### config.mk
export PLATFORM = sky130hd
export DESIGN_NAME = opcode_onehot_encoder
export DESIGN_NICKNAME = d
export VERILOG_FILES = /design/src/rtl/opcode_onehot_encoder.sv
export SDC_FILE = /design/constraint.sdc
export NUM_CORES = 1
export LEC_CHECK = 0
export ABC_AREA = 1
export BUFFER_PORTS_ARGS = -buffer_cell sky130_fd_sc_hd__buf_4
export CAP_MARGIN = 30
export CORE_MARGIN = 5
export CORE_UTILIZATION = 35
export DETAILED_ROUTE_END_ITERATION = 7
export MAX_ROUTING_LAYER = met4
export PLACE_DENSITY = 0.59
export SLEW_MARGIN = 20
export SYNTH_ARGS = -nofsm -noshare
export SYNTH_HDL_FRONTEND = slang
export SYNTH_SLANG_ARGS = --single-unit
export TNS_END_PERCENT = 5
### constraint.sdc
create_clock -name clk -period 3.36 [get_ports clk]
set_input_delay 1.008 -clock clk [delete_from_list [all_inputs] [get_ports clk]]
set_output_delay 1.008 -clock clk [all_outputs]
set_load 0.02 [all_outputs]
### src/rtl/opcode_onehot_encoder.sv
// rtl/opcode_onehot_encoder.sv - RV64F major opcode to 10-bit one-hot class code, 2-entry skid buffer
// Optional feature macro: ONEHOT_CHECK_EN (sticky one-hot integrity checker driving code_err)
module opcode_onehot_encoder #(
  parameter int TAG_W = 5
) (
  input  logic             clk,
  input  logic             reset,
  input  logic             in_valid,
  output logic             in_ready,
  input  logic [6:0]       in_opcode,
  input  logic [TAG_W-1:0] in_tag,
  output logic             out_valid,
  input  logic             out_ready,
  output logic [9:0]       out_code,
  output logic             out_illegal,
  output logic [TAG_W-1:0] out_tag,
  output logic             code_err
);

  localparam logic [1:0] S_EMPTY = 2'd0;
  localparam logic [1:0] S_ONE   = 2'd1;
  localparam logic [1:0] S_TWO   = 2'd2;

  logic [1:0]       state;
  logic [1:0]       state_nxt;
  logic [9:0]       enc_code;
  logic             enc_illegal;
  logic             push;
  logic             pop;

  // head entry drives out_*, second entry holds the skid slot
  logic [9:0]       head_code;
  logic             head_illegal;
  logic [TAG_W-1:0] head_tag;
  logic [9:0]       sec_code;
  logic             sec_illegal;
  logic [TAG_W-1:0] sec_tag;

  assign push = in_valid & in_ready;
  assign pop  = out_valid & out_ready;

  // combinational class lookup of the incoming opcode
  always_comb begin
    enc_code    = '0;
    enc_illegal = 1'b0;
    case (in_opcode)
      7'b0000011, 7'b0000111: enc_code[0] = 1'b1;
      7'b0100011, 7'b0100111: enc_code[1] = 1'b1;
      7'b0010011, 7'b0011011: enc_code[2] = 1'b1;
      7'b0110011, 7'b0111011: enc_code[3] = 1'b1;
      7'b1100011:             enc_code[4] = 1'b1;
      7'b1101111:             enc_code[5] = 1'b1;
      7'b1100111:             enc_code[6] = 1'b1;
      7'b0110111:             enc_code[7] = 1'b1;
      7'b0010111:             enc_code[8] = 1'b1;
      7'b1010011, 7'b1000011, 7'b1000111,
      7'b1001011, 7'b1001111: enc_code[9] = 1'b1;
      default:                enc_illegal = 1'b1;
    endcase
  end

  // occupancy: push-only grows, pop-only shrinks, push&pop holds
  always_comb begin
    state_nxt = state;
    case (state)
      S_EMPTY: if (push) state_nxt = S_ONE;
      S_ONE: begin
        if (push && !pop)      state_nxt = S_TWO;
        else if (pop && !push) state_nxt = S_EMPTY;
      end
      S_TWO:   if (pop) state_nxt = S_ONE;
      default: state_nxt = S_EMPTY;
    endcase
  end

  // state plus registered handshake flags so in_ready never depends on out_ready combinationally
  always_ff @(posedge clk or posedge reset) begin
    if (reset) begin
      state     <= S_EMPTY;
      in_ready  <= 1'b1;
      out_valid <= 1'b0;
    end else begin
      state     <= state_nxt;
      in_ready  <= (state_nxt != S_TWO);
      out_valid <= (state_nxt != S_EMPTY);
    end
  end

  // entry storage: head refills from the skid slot or directly from the encoder
  always_ff @(posedge clk or posedge reset) begin
    if (reset) begin
      head_code    <= '0;
      head_illegal <= 1'b0;
      head_tag     <= '0;
      sec_code     <= '0;
      sec_illegal  <= 1'b0;
      sec_tag      <= '0;
    end else begin
      if (state == S_TWO && pop) begin
        head_code    <= sec_code;
        head_illegal <= sec_illegal;
        head_tag     <= sec_tag;
      end else if (push && (state == S_EMPTY || pop)) begin
        head_code    <= enc_code;
        head_illegal <= enc_illegal;
        head_tag     <= in_tag;
      end
      if (push && state == S_ONE && !pop) begin
        sec_code    <= enc_code;
        sec_illegal <= enc_illegal;
        sec_tag     <= in_tag;
      end
    end
  end

  assign out_code    = head_code;
  assign out_illegal = head_illegal;
  assign out_tag     = head_tag;

`ifdef ONEHOT_CHECK_EN
  logic code_ok;

  // a legal head must carry exactly one bit; an illegal head must carry none
  always_comb begin
    code_ok = 1'b0;
    if (head_illegal) code_ok = (head_code == 10'd0);
    else              code_ok = (head_code != 10'd0) && ((head_code & (head_code - 10'd1)) == 10'd0);
  end

  // sticky error flag, cleared only by reset
  always_ff @(posedge clk or posedge reset) begin
    if (reset)                      code_err <= 1'b0;
    else if (out_valid && !code_ok) code_err <= 1'b1;
  end
`else
  assign code_err = 1'b0;
`endif

endmodule

Word level (Yosys, flattened, before mapping)
Index checks and enable logic that the tools add are counted.
{"block": "op_classes", "n_eq_ne": 21, "mux": 22, "bitwise_logic": 2, "n_reduce_logical": 18}
{"op": "$eq 7x7->1 const B", "n": 8}
{"op": "$eq 7x6->1 const B", "n": 5}
{"op": "$eq 7x5->1 const B", "n": 3}
{"op": "$mux 10", "n": 2}
{"op": "$reduce_or 18->1", "n": 1}
{"op": "$mux 1", "n": 13}
{"op": "$mux 5", "n": 2}
{"op": "$mux 2", "n": 4}
{"op": "$reduce_or 2->1", "n": 4}
{"op": "$eq 7x2->1 const B", "n": 1}
{"op": "$eq 7x3->1 const B", "n": 1}
{"op": "$logic_and 1x1->1", "n": 6}
{"op": "$pmux 2 s3", "n": 1}
{"op": "$reduce_or 5->1", "n": 1}
{"op": "$reduce_bool 2->1", "n": 2}
{"op": "$and 1x1->1", "n": 2}
{"op": "$eq 2x1->1 const B", "n": 1}
{"op": "$eq 2x2->1 const B", "n": 1}
{"op": "$logic_not 1->1", "n": 2}
{"op": "$logic_not 2->1", "n": 1}
{"op": "$ne 2x2->1 const B", "n": 1}
{"op": "$logic_or 1x1->1", "n": 1}
{"block": "totals", "regBits": 36}

Logic depth before layout (Yosys ltp)
{"block": "logic_depth", "ltp_word": 7, "mapped_depth": 10}

Least setup slack after synthesis
Ideal clock, no wire load.
{"block": "synth_timing", "kind": "in2reg", "start": "input port in_opcode[0]", "end": "register head_illegal, in the netlist out_illegal", "required_time_ps": 3244, "cell_stages": 9, "setup_slack_ps": 1535, "arrival_ps": 1708, "setup_time_ps": 116, "n_path_buf": 0, "cell_sequence": "nand2_1 -> nor2_1 -> nand2_1 -> nand2_1 -> nor2_1 -> nand3_1 -> nand2_1 -> nand2_1 -> nand2_1"}
{"block": "synth_via", "elab_chain_cells": 5, "word_cells_on_any_way": 22, "classes_between": "18 x eq/ne; 3 x mux; 1 x reduce/logical"}
{"element": "start, declared", "line_no": "10", "text": "input logic [6:0] in_opcode,"}
{"element": "$eq 7x7->1 (tied with other cells)", "line_no": "46", "text": "case (in_opcode)"}
{"element": "$reduce_or 18->1 (no source line) (*)"}
{"element": "$mux 1 (*)", "line_no": "46"}
{"element": "$mux 1 (*)", "line_no": "103", "text": "end else if (push && (state == S_EMPTY || pop)) begin"}
{"element": "$mux 1 (*)", "line_no": "99", "text": "if (state == S_TWO && pop) begin"}
{"element": "end signal, assigned", "line_no": "101", "text": "head_illegal <= sec_illegal;"}
{"element": "end signal, assigned", "line_no": "105", "text": "head_illegal <= enc_illegal;"}
{"element": "end, declared", "line_no": "33", "text": "logic head_illegal;"}
Every way passes the cells marked *; elsewhere a longest branch is shown, timed or not. The select of a mux whose other input is x is not followed.
A chain may end at the register's enable or synchronous reset.

Worst setup path in the final report
{"block": "layout_timing", "start": "input port in_valid", "end": "register head_code[8], in the netlist out_code[8]"}
{"block": "layout_via", "elab_chain_cells": 3}
{"element": "start, declared", "line_no": "8", "text": "input logic in_valid,"}
{"element": "$and 1x1->1", "line_no": "39", "text": "assign push = in_valid & in_ready;"}
{"element": "$logic_and 1x1->1", "line_no": "103"}
{"element": "$reduce_bool 2->1 (no source line)"}
{"element": "end signal, assigned", "line_no": "100", "text": "head_code <= sec_code;"}
{"element": "end signal, assigned", "line_no": "104", "text": "head_code <= enc_code;"}
{"element": "end, declared", "line_no": "32", "text": "logic [9:0] head_code;"}
No other way between the ends.

==> results.md <==
* Status: finished, final reports clean
* WL per Instance at 11.5 um
* Main area contributors after synthesis: dfrtp_1, nand2_1, nor2_1
* Worst skew pair latency at 0.29 ns
* Vias in the first global route at 1377
* Dpl cell area at 2030 um^2
* Crit. Startpoint: in_valid
* Hold_sp: sec_code[7]
* Overall Power at 1.65 mW
* CTS resizes at 0
* Clk buf depth at 2
* Commonest cells post-synth: nand2_1, dfrtp_1, nor2_1
* Worst-path clk slew at 0.07 ns
* Final wirelength at 3.73 mm
* Share of layout cells above drive strength 1 at 20.3%
* Final RePlAce weighted congestion at 0.845
* Internal Power at 1.04 mW
* Largest net degree at the start of global routing at 37
* Minimum clock period after layout at 2.06 ns
* Worst slew margin at 60.3%
* Final #Nets at 271
* Diodes inserted at 0
* Part of the cycle the worst path needs at 61.4%
* Cell Count, Final, Fillers Out at 323
* Final Hold Fails at 0
* CTS H-tree lvls at 2
* Top_reg_cell synth: dfrtp_1
* Leakage at 1.08 nW
* Crit path max-delay cell type: o21ai_4
* Synthesized area at 1740 um^2
* Placed cells at 315
* Drt via density at 4.54
* Post-synth EDFFs at 0
* Post-CTS Hold Buffers at 0
* Register bit total from synthesis at 36
* Num Clock Sinks at 36
* Clk_skew at 0.00898 ns
* Cells after Synth at 221
* Combinational fraction of design power at 37.8%
* DR pass1 iterations at 4
* Switching share of power at 37.3%
* Maximum vdd drop at 194 uV
* Max Fanout on Critical Path at 24
* GRT overflow at 0
* Worst Hold Slack at 0.486 ns
* Crit path cell chain: buf_4, nand2_1, inv_1, o21ai_4, inv_2, o21a_1
* Area growth, synth to finish at 23.0%
* Die width at 80.4 um
* Cell variety after synth at 24
* Final Max Tran Viols at 0
* Crit path DAT at 2.24 ns
* Antenna violations before repair at 0
* # IOs at 35
* Initial DRC count at 88
* CTS Root Cell: clkbuf_8
* R2R Setup Slk at 1.60 ns
* Setup TNS at 0 ns
* I/O Buffers at 33
* Post-Syn Nets at 237
* Die area at 6470 um^2
* Syn avg cell area at 7.85 um^2
* Synth area leader: dfrtp_1
* Min-Delay Path Class: reg2reg
* CTS tree: done
* CP top delay family: compound AO/OA/AOI/OAI gates
* Max Fclk at 0.485 GHz
* Ys Warns at 0
* Max_cap viols at 0
* CP endpoint kind: register
* Starting Density at 36.5%
* Detail Placement HPWL at 2.69 mm
* Yosys top cell area share at 50.5%
* Final Cell Area at 2130 um^2
* RSZ-0062 raised after global routing: false
* Clock power share at 22.3%
* Final setup fails at 0
* Startpoint types: primary input
* Die Height at 80.4 um
* Residual DRC at 0
* # Post-CTS Setup Buffers at 0
* Worst r2r src: in_ready
* Final ANT Viol Nets at 0
* Sequential fraction of design power at 39.8%
* CP bufs+invs at 3
* Row cnt at 25
* Core area at 4750 um^2
* Via Count at 1467
* Power Dens Cells at 774 nW/um^2
* Most common cell in the netlist: nand2_1
* Tot GR Track Use at 13.3%
* Slew @ Worst Pin at 0.593 ns
* Worst EP required at 3.54 ns
* Register area share after synthesis at 52.0%
* Largest stage delay, worst path at 0.51 ns
* FFs w/ async S/R, synth at 100%
* CTS Buf Count at 5
* First-pass GRT wire length at 6.44 mm
* Critical path class: in2reg
* NetSw at 0.616 mW
[registers in the layout, summed over array words and instances, names as in the netlist]
register	cells
out_valid	1
out_tag	5
sec_illegal	1
out_illegal	1
in_ready	1
out_code	10
sec_code	10
state	2
sec_tag	5
[layer usage]
| layer | track usage [%] | vias to the layer above | wire length, um |
|---|---|---|---|
| li1 | - | 770 | - |
| met1 | 17.1 | 661 | 1800 |
| met2 | 19.0 | 30 | 1680 |
| met3 | 3.92 | 6 | 186 |
| met4 | 6.42 | 0 | 65 |
| met5 | - | - | 0 |
[layout make-up]
cell class,count,area (um^2)
Fill cell,499,2620
Multi-Input combinational cell,156,696
Tap cell,67,83.8
Timing Repair Buffer,36,270
Clock buffer,6,72.6
Inverter,20,75.1
Sequential cell,36,902
Clock inverter,2,35.0
[cell families after synthesis]
logic type | share of synthesized area [%]
AND/OR/NAND/NOR | 23.4
buffers and inverters | 7.93
flip-flops | 52.0
AO/OA/AOI/OAI | 15.9
other | 0.216
multiplexers | 0.649
[power groups by stage]
| stage | clock network [mW] | registers (mW) | logic [mW] |
|---|---|---|---|
| after floorplan | 0 | 0.750 | 0.339 |
| after global placement | 0 | 0.669 | 0.623 |
| after CTS | 0.382 | 0.660 | 0.634 |
| after global routing | 0.400 | 0.676 | 0.703 |
| final | 0.369 | 0.658 | 0.625 |
| after detailed placement | 0 | 0.668 | 0.630 |
[worst paths after layout]
path | end | cells past startpoint
max | out_code[8] | 6
min | sec_code[7] | 2
max reg2reg | sec_code[4] | 5
min reg2reg | sec_code[7] | 2
max in group asynchronous | in_ready | 3
min in group asynchronous | out_valid | 3
[cell usage in the layout (no fill, tap or decap)]
cell type  instances
and3_1             1
mux2_2             1
clkbuf_1           1
o31ai_1            2
o21ai_4            1
nor2_2             1
o21ai_1            5
o21ai_0           16
dfstp_2            1
nand2_1           63
clkbuf_8           5
nor3_1             2
buf_4             36
o21a_1             2
inv_2              4
clkinv_2           1
nand4_1            1
bufinv_16          1
inv_1             16
o21ai_2            1
nand3_1            4
conb_1             1
nor2_1            32
a21oi_1           23
dfrtp_1           35
[worst min-delay path: stages (launching register included)]
cell,delay [ns]
dfrtp_1,0.34
nand2_1,0.05
o21ai_0,0.05
[stage by stage]
stage	utilization, %	setup WS [ns]
4_1_cts	44.9	1.29
5_1_grt	44.9	1.18
3_3_place_gp	42.6	0.981
2_1_floorplan	-	1.54
3_5_place_dp	42.6	0.981
6_report	44.9	1.30
No activity file was read; power rests on OpenSTA's default activity.
